## src/rtl/defuzz_centroid.sv

```systemverilog
// -----------------------------------------------------------------------------
// defuzz_centroid
//   Singleton-centroid defuzzifier. Accumulates sum(mu*c) and sum(mu) over a
//   frame of rule terms. After the last term, an 8-step sequential restoring
//   divider computes the crisp output y = sum(mu*c) / sum(mu) (signed Q7.0),
//   and the result is presented on a valid/ready handshake.
//
//   Optional build macro: DEFUZZ_ROUND_EN
//     defined   -> the quotient magnitude is rounded half-away-from-zero
//     undefined -> the quotient is truncated toward zero (default)
//   The latency is the same in both builds.
//
// Ports
//   clk        rising-edge clock
//   rst_n      asynchronous active-low reset
//   in_valid   a term is present on mu/center/in_last
//   in_ready   block can accept a term (high only while accumulating)
//   mu         rule strength, Q1.15 unsigned; bit 15 is ignored
//   center     singleton position, signed Q7.0
//   in_last    term is the final one of the current frame
//   out_valid  y / zero_den are valid
//   out_ready  consumer accepts y
//   y          crisp output, signed Q7.0
//   zero_den   frame had sum(mu) == 0; y then carries ZERO_Y
//   busy       frame in progress (ACC with >=1 term, DIV, FIN or OUT)
// -----------------------------------------------------------------------------
module defuzz_centroid #(
  parameter int                 ACC_W  = 32,
  parameter int                 DEN_W  = 24,
  parameter logic signed [7:0]  ZERO_Y = 8'sd0
) (
  input  logic              clk,
  input  logic              rst_n,
  input  logic              in_valid,
  output logic              in_ready,
  input  logic [15:0]       mu,
  input  logic signed [7:0] center,
  input  logic              in_last,
  output logic              out_valid,
  input  logic              out_ready,
  output logic signed [7:0] y,
  output logic              zero_den,
  output logic              busy
);

  // Remainder must hold |num| (plus the rounding bias) and den << 7.
  localparam int REM_W = ((ACC_W > DEN_W + 8) ? ACC_W : DEN_W + 8) + 1;

  typedef enum logic [1:0] {
    S_ACC,
    S_DIV,
    S_FIN,
    S_OUT
  } state_e;

  state_e                    state_q, state_d;
  logic signed [ACC_W-1:0]   num_q, num_d;
  logic [DEN_W-1:0]          den_q, den_d;
  logic [15:0]               count_q, count_d;
  logic [REM_W-1:0]          rem_q, rem_d;
  logic [7:0]                quo_q, quo_d;
  logic [2:0]                step_q, step_d;
  logic                      neg_q, neg_d;
  logic signed [7:0]         y_q, y_d;
  logic                      zero_den_q, zero_den_d;
  logic                      out_valid_q, out_valid_d;

  // Bit 15 of mu is defined as don't-care.
  logic unused_mu15;
  assign unused_mu15 = mu[15];

  // Term arithmetic: 16-bit non-negative strength times signed centre.
  logic signed [23:0]        prod;
  logic signed [ACC_W-1:0]   num_sum;
  logic [DEN_W-1:0]          den_sum;
  logic [ACC_W-1:0]          num_abs;
  logic [REM_W-1:0]          rem_init;
  logic [REM_W-1:0]          den_shift;
  logic [8:0]                quo_mag;

  assign prod    = $signed({1'b0, mu[14:0]}) * center;
  assign num_sum = num_q + ACC_W'(prod);
  assign den_sum = den_q + DEN_W'(mu[14:0]);
  assign num_abs = num_sum[ACC_W-1] ? ACC_W'(-num_sum) : ACC_W'(num_sum);

`ifdef DEFUZZ_ROUND_EN
  // Bias by half the divisor so truncation of the magnitude rounds half up.
  assign rem_init = REM_W'(num_abs) + REM_W'(den_sum >> 1);
`else
  assign rem_init = REM_W'(num_abs);
`endif

  assign den_shift = REM_W'(den_q) << step_q;
  assign quo_mag   = {1'b0, quo_q};

  // NOTE: every combinational output gets a default before the case so no
  // path leaves a signal unassigned, which would infer a latch.
  always_comb begin
    state_d     = state_q;
    num_d       = num_q;
    den_d       = den_q;
    count_d     = count_q;
    rem_d       = rem_q;
    quo_d       = quo_q;
    step_d      = step_q;
    neg_d       = neg_q;
    y_d         = y_q;
    zero_den_d  = zero_den_q;
    out_valid_d = out_valid_q;

    unique case (state_q)
      S_ACC: begin
        if (in_valid) begin
          num_d   = num_sum;
          den_d   = den_sum;
          count_d = count_q + 16'd1;
          if (in_last) begin
            state_d = S_DIV;
            step_d  = 3'd7;
            rem_d   = rem_init;
            neg_d   = num_sum[ACC_W-1];
            quo_d   = 8'd0;
          end
        end
      end

      S_DIV: begin
        // One quotient bit per edge, MSB first.
        if (rem_q >= den_shift) begin
          rem_d         = rem_q - den_shift;
          quo_d[step_q] = 1'b1;
        end
        if (step_q == 3'd0) state_d = S_FIN;
        else                step_d  = step_q - 3'd1;
      end

      S_FIN: begin
        if (den_q == '0) begin
          y_d        = ZERO_Y;
          zero_den_d = 1'b1;
        end else begin
          zero_den_d = 1'b0;
          if (neg_q) y_d = (quo_mag > 9'd128) ? -8'sd128 : 8'(9'd0 - quo_mag);
          else       y_d = (quo_mag > 9'd127) ?  8'sd127 : 8'(quo_mag);
        end
        out_valid_d = 1'b1;
        state_d     = S_OUT;
      end

      S_OUT: begin
        if (out_ready) begin
          out_valid_d = 1'b0;
          num_d       = '0;
          den_d       = '0;
          count_d     = '0;
          state_d     = S_ACC;
        end
      end

      default: state_d = S_ACC;
    endcase
  end

  // NOTE: sequential state uses non-blocking assignments so all registers
  // update together from the values sampled at the same edge.
  always_ff @(posedge clk or negedge rst_n) begin
    if (!rst_n) begin
      state_q     <= S_ACC;
      num_q       <= '0;
      den_q       <= '0;
      count_q     <= '0;
      rem_q       <= '0;
      quo_q       <= '0;
      step_q      <= '0;
      neg_q       <= 1'b0;
      y_q         <= '0;
      zero_den_q  <= 1'b0;
      out_valid_q <= 1'b0;
    end else begin
      state_q     <= state_d;
      num_q       <= num_d;
      den_q       <= den_d;
      count_q     <= count_d;
      rem_q       <= rem_d;
      quo_q       <= quo_d;
      step_q      <= step_d;
      neg_q       <= neg_d;
      y_q         <= y_d;
      zero_den_q  <= zero_den_d;
      out_valid_q <= out_valid_d;
    end
  end

  assign in_ready  = (state_q == S_ACC);
  assign out_valid = out_valid_q;
  assign y         = y_q;
  assign zero_den  = zero_den_q;
  assign busy      = (state_q != S_ACC) || (count_q != 16'd0);

endmodule

```

## config.mk

```make
export PLATFORM = sky130hd
export DESIGN_NAME = defuzz_centroid
export DESIGN_NICKNAME = d
export VERILOG_FILES = /design/src/rtl/defuzz_centroid.sv
export SDC_FILE = /design/constraint.sdc
export NUM_CORES = 1
export LEC_CHECK = 0
export CORE_MARGIN = 2
export CORE_UTILIZATION = 40
export CTS_CLUSTER_DIAMETER = 60
export DETAILED_ROUTE_END_ITERATION = 7
export GPL_TIMING_DRIVEN = 0
export PLACE_DENSITY = 0.53
export SLEW_MARGIN = 40
export SYNTH_ARGS = -nofsm -noshare
export SYNTH_HDL_FRONTEND = slang
export SYNTH_SLANG_ARGS = --single-unit
```

## constraint.sdc

```tcl
create_clock -name clk -period 15.37 [get_ports clk]
set_input_delay 4.611 -clock clk [delete_from_list [all_inputs] [get_ports clk]]
set_output_delay 4.611 -clock clk [all_outputs]
set_load 0.01 [all_outputs]
```

# After elaboration in Yosys (flattened, before gate mapping)
# Index checks and enable logic that the tools add are counted.
word_totals:
  output_inout_bits: 12
  regBits: 129
  inputBits: 29
  word_cells: 87
classes:
  order_cmp: 5
  muxes: 36
  bitwise: 1
  n_shift: 1
  multipliers: 1
  add_sub_neg: 7
  eq_ne: 9
  reduce_logical: 16
ops:
  columns: ["op", "count"]
  rows:
  - ["$mux 33", 3]
  - ["$mux 32", 3]
  - ["$pmux 33 s2", 1]
  - ["$pmux 32 s2", 1]
  - ["$mux 8", 7]
  - ["$mux 24", 2]
  - ["$pmux 24 s2", 1]
  - ["$ge 33x33->1", 1]
  - ["$shl 24x3->33", 1]
  - ["$sub 33x33->33", 1]
  - ["$add 32x24->32", 1]
  - ["$mux 16", 2]
  - ["$neg 32->32", 1]
  - ["$pmux 16 s2", 1]
  - ["$add 24x15->24", 1]
  - ["$logic_not 24->1", 1]
  - ["$mul 16x8->24", 1]
  - ["$add 16x1->16 const B", 1]
  - ["$pmux 8 s2", 1]
  - ["$reduce_bool 16->1", 1]
  - ["$reduce_and 4->1", 3]
  - ["$ne 2x2->1 const B", 5]
  - ["$mux 3", 3]
  - ["$gt 8x7->1 const B", 1]
  - ["other kinds (22)", 32]

# Depth between registers and ports, before layout
depth:
  depth_word: 7
  ltp_mapped: 23
  depth_no_buf: 21

# Worst setup path after synthesis
# OpenSTA, ideal clock, no wires.
synth_path:
  path_type: "input port to flip-flop"
  from: "input port center[6]"
  to: "register rem_q[27]"
  path_buffers: 1
  setup_slack_ps: 4980
  setup_ps: 104
  t_arrival_ps: 10286
  required_time_ps: 15266
  stages: 19
  cell_sequence: "clkbuf_1 > nand2_1 > fa_1 > fa_1 > inv_1 > fa_1 > fa_1 > fa_1 > ha_1 > a21o_1 > a221o_1 > xor2_1 > nor4_4 > nand4_1 > nor4_2 > and3_1 > nand3_1 > mux2i_1 > a221oi_1"
synth_between:
  elab_chain_len: 7
synth_lines:
  columns: ["element", "line", "source"]
  rows:
  - ["start, declared", "37", "input logic signed [7:0] center,"]
  - ["$mul 16x8->24 (*)", "81", "assign prod = $signed({1'b0, mu[14:0]}) * center;"]
  - ["$add 32x24->32 (*)", "82", "assign num_sum = num_q + ACC_W'(prod);"]
  - ["$neg 32->32", "84", "assign num_abs = num_sum[ACC_W-1] ? ACC_W'(-num_sum) : ACC_W'(num_sum);"]
  - ["$mux 32 (*)", "84", null]
  - ["$mux 33 (*)", "117", "if (in_last) begin"]
  - ["$mux 33 (*)", "113", "if (in_valid) begin"]
  - ["$pmux 33 s2 (*)", "111", "unique case (state_q)"]
  - ["end signal, assigned", "184", "rem_q <= rem_d;"]
  - ["end, declared", "60", "logic [REM_W-1:0] rem_q, rem_d;"]
# Mark *: on every way between the ends. The rest lies on a longest branch, timed or not. The select of a mux whose other input is x is not followed.
# A chain may end at the register's enable or synchronous reset.

# Worst setup path in the final report
layout_path:
  from: "input port center[4]"
  to: "register rem_q[30]"
# The elaborated chain is that of the path after synthesis.

==> impl_metrics.yaml <==
synthesis:
  netlist.top_cell.by_area: "sky130_fd_sc_hd__dfrtp_1"
  synth-async-reset-ratio_pct: 100
  postSynth.topFlopCell: "sky130_fd_sc_hd__dfrtp_1"
  synth_enable_flop_cells: 0
  yosys_register_bits: 129
  synth.area.top_cells: "sky130_fd_sc_hd__dfrtp_1 (22%), sky130_fd_sc_hd__fa_1 (14%), sky130_fd_sc_hd__ha_1 (13%), sky130_fd_sc_hd__nand2_1 (5.1%), sky130_fd_sc_hd__a21oi_1 (3.7%)"
  synth_nets: 1966
  yosysWarnings: 0
  synth.cell_area_mm2: 0.0148
  synth_sequential_area_ratio_pct: 21.8
  synth_cell_type_count: 76
  yosys.area.top_type_share_pct: 21.8
  syn_area_per_cell_um2: 8.78
  netlist_instances: 1684
routing:
  drt-pass1-iter-count: 5
  drt_drc_violations_left: 0
  top_signal_layer_used: "met4"
  count_of_antenna_violating_nets_left_after_detailed_routing: 0
  post_drt_wl_per_cell_um: 19.5
  routed-wl-met3_um: 1440
  drt-initial-drc-count: 864
  wl_met1_um: 20600
  wl_met2_um: 20400
  drt-total-wl_um: 43400
  routed-via-count: 12500
  via_per_inst: 5.61
grt:
  grt.overflow.total: 0
  first_global_vias: 12600
  maximum_number_of_pins_on_one_net_before_global_route_repair: 68
  grt_first_pass_wirelength_um: 70100
  grt_use_total_pct: 23.5
  number_of_antenna_violations_at_the_first_check_in_global_routing: 1
worst_setup_path:
  critical_path.max_fanout: 10
  worstSetupEndpointType: "flop"
  regToRegSetupSlack_ps: 8690
  timing.reg2reg.worst_path_depth: 20
  arrival_ps: 12100
  timing.rr.start: "num_q[6]"
  reg2reg_to: "rem_q[30]"
  worst_setup_path_start_kind: "input port"
  worst-setup-path-type: "input port to flop"
  cp.required_ps: 15670
cts:
  post_cts.resized_instances: 0
  cts_root_buf: "sky130_fd_sc_hd__clkbuf_16"
  clk_path_buf_depth: 2
  clk_pin_slew_worst_paths_ps: 60
  cts_max_level: 4
  cts_tree: "built"
  clkLatencyLatePin_ps: 450
  cts.hold.buffers_added: 0
  post_cts_setup_repair_buffer_count: 0
  number_of_sinks_driven_by_the_clock_tree: 129
  cts_made_buffers: 17
die:
  floorplan.die_area_mm2: 0.0385
  ios: 41
  floorplan.die.width_um: 196
  rows: 70
  core_area_mm2: 0.0365
  initial_utilization_pct: 40.5
  chipHeight_um: 196
timing:
  fin_setup_tns_ps: 0
  achievable-frequency_mhz: 84.8
  rsz0062_at_grt: "false"
  clock_tree_skew_after_final_layout_ps: 14.4
  final-hold-violation-count: 0
  final.period_utilization_pct: 76.8
  fin_crit_period_ps: 11800
  worst-slew-pin-transition_ps: 777
  setup_ws_ps: 3570
  slew_headroom_pct: 48.0
  setup_viol_count_final: 0
  timing_max_transition_violations_final: 0
worst_hold_path:
  hold_path_class: "flop to flop"
  whs_path_depth: 1
  worst_hold_startpoint: "zero_den"
  hold_path_end: "zero_den"
layout:
  leading_cell_types_in_the_layout_fill_and_taps_excluded: "sky130_fd_sc_hd__nand2_1 (201), sky130_fd_sc_hd__ha_1 (150), sky130_fd_sc_hd__dfrtp_1 (129)"
  area_growth_pct: 10.3
  nFillCells: 3609
  seq_area_mm2: 0.00323
  nets: 2025
  multiInputGateArea_mm2: 0.0108
  diodes_inserted: 0
  mostFrequentLayoutCell: "sky130_fd_sc_hd__nand2_1"
  final_layout_size_suffix_gt1_share_pct: 4.05
  finalInstanceArea_mm2: 0.0163
  post-route-util_pct: 44.6
place:
  portBuffers: 39
  preCtsSetupSlack_ps: 2720
  hpwl_um: 34900
  finalWeightedCongestion: 0.873
  placed_area_mm2: 0.0158
run_status:
  status: "finished clean"
flow_run:
  number_of_max_cap_violations: 0
cells in the mapped netlist, types with 16 or more instances:
master / instances
sky130_fd_sc_hd__a21o_1: 23
sky130_fd_sc_hd__nand3_1: 35
sky130_fd_sc_hd__ha_1: 150
sky130_fd_sc_hd__and2_1: 71
sky130_fd_sc_hd__inv_1: 124
sky130_fd_sc_hd__xor2_1: 54
sky130_fd_sc_hd__fa_1: 103
sky130_fd_sc_hd__nand2b_1: 19
sky130_fd_sc_hd__dfrtp_1: 129
sky130_fd_sc_hd__mux4_2: 16
sky130_fd_sc_hd__nand2_1: 201
sky130_fd_sc_hd__clkbuf_1: 62
sky130_fd_sc_hd__xnor2_1: 56
sky130_fd_sc_hd__nand4_1: 23
sky130_fd_sc_hd__o21ai_0: 104
sky130_fd_sc_hd__mux2i_1: 37
sky130_fd_sc_hd__a21oi_1: 110
sky130_fd_sc_hd__nor3_1: 19
sky130_fd_sc_hd__nor2_1: 113
flip-flops by register name (all words and copies together) (netlist names):
| signal | cells |
|---|---|
| count_q | 16 |
| den_q | 24 |
| neg_q | 1 |
| num_q | 32 |
| out_valid | 1 |
| quo_q | 8 |
| rem_q | 33 |
| state_q | 2 |
| step_q | 3 |
| y | 8 |
| zero_den | 1 |
metrics by stage:
step	hold WS, ps	cells
2_1_floorplan	445	1684
3_3_place_gp	462	2191
3_5_place_dp	471	2192
4_1_cts	485	2223
5_1_grt	505	2223
6_report	480	2223
worst max path at each step:
| stage | from | end | slack, ps | depth (start not counted) |
|---|---|---|---|---|
| final | center[4] | rem_q[30] | 3570 | 20 |
| after global routing | center[4] | rem_q[30] | 3130 | 20 |
| after CTS | center[7] | rem_q[30] | 3150 | 20 |
| after detailed placement | center[7] | rem_q[30] | 2720 | 20 |
| after global placement | center[7] | rem_q[30] | 2530 | 21 |
| after floorplan | center[6] | rem_q[27] | 4980 | 19 |
routing by layer:
metal,global-route usage [%],vias up
met4,6.90,0
met3,2.77,44
li1,-,6007
met2,38.9,237
met1,32.5,6178
met5,0,-
cell families after synthesis:
logic type | count (synthesis) | synth area share, %
and+or+nand+nor | 549 | 17.9
AOI/OAI and AO/OA | 392 | 16.8
adders and majority gates | 253 | 26.6
buffers and inverters | 193 | 4.97
DFF | 129 | 21.8
xor gates and xnor gates | 112 | 6.74
muxes | 56 | 5.17
critical path, cell delays in order:
cell and delay, ps:
sky130_fd_sc_hd__clkdlybuf4s50_1 640, sky130_fd_sc_hd__clkbuf_1 530, sky130_fd_sc_hd__nand2_1 160, sky130_fd_sc_hd__fa_1 520, sky130_fd_sc_hd__fa_1 490, sky130_fd_sc_hd__inv_1 60, sky130_fd_sc_hd__fa_1 500, sky130_fd_sc_hd__fa_1 580
sky130_fd_sc_hd__fa_1 440, sky130_fd_sc_hd__ha_1 370, sky130_fd_sc_hd__o21ai_0 450, sky130_fd_sc_hd__o21ai_0 240, sky130_fd_sc_hd__a211oi_1 550, sky130_fd_sc_hd__o41ai_1 240, sky130_fd_sc_hd__xnor2_1 510, sky130_fd_sc_hd__nand2_1 160
sky130_fd_sc_hd__nor4_1 500, sky130_fd_sc_hd__a21oi_1 150, sky130_fd_sc_hd__xnor2_1 310, sky130_fd_sc_hd__a21oi_1 110
final cells by class:
| cell class | instances | share of cell area (%) |
|---|---|---|
| Sequential cell | 129 | 19.8 |
| Multi-Input combinational cell | 1362 | 66.4 |
| Clock buffer | 21 | 2.70 |
| Buffer | 69 | 1.65 |
| Tap cell | 468 | 3.59 |
| Timing Repair Buffer | 40 | 2.56 |
| Inverter | 124 | 2.85 |
| Clock inverter | 10 | 0.399 |
Power is not shown: default switching activity piles up to over one toggle a cycle in this logic, so the estimate is an artifact.
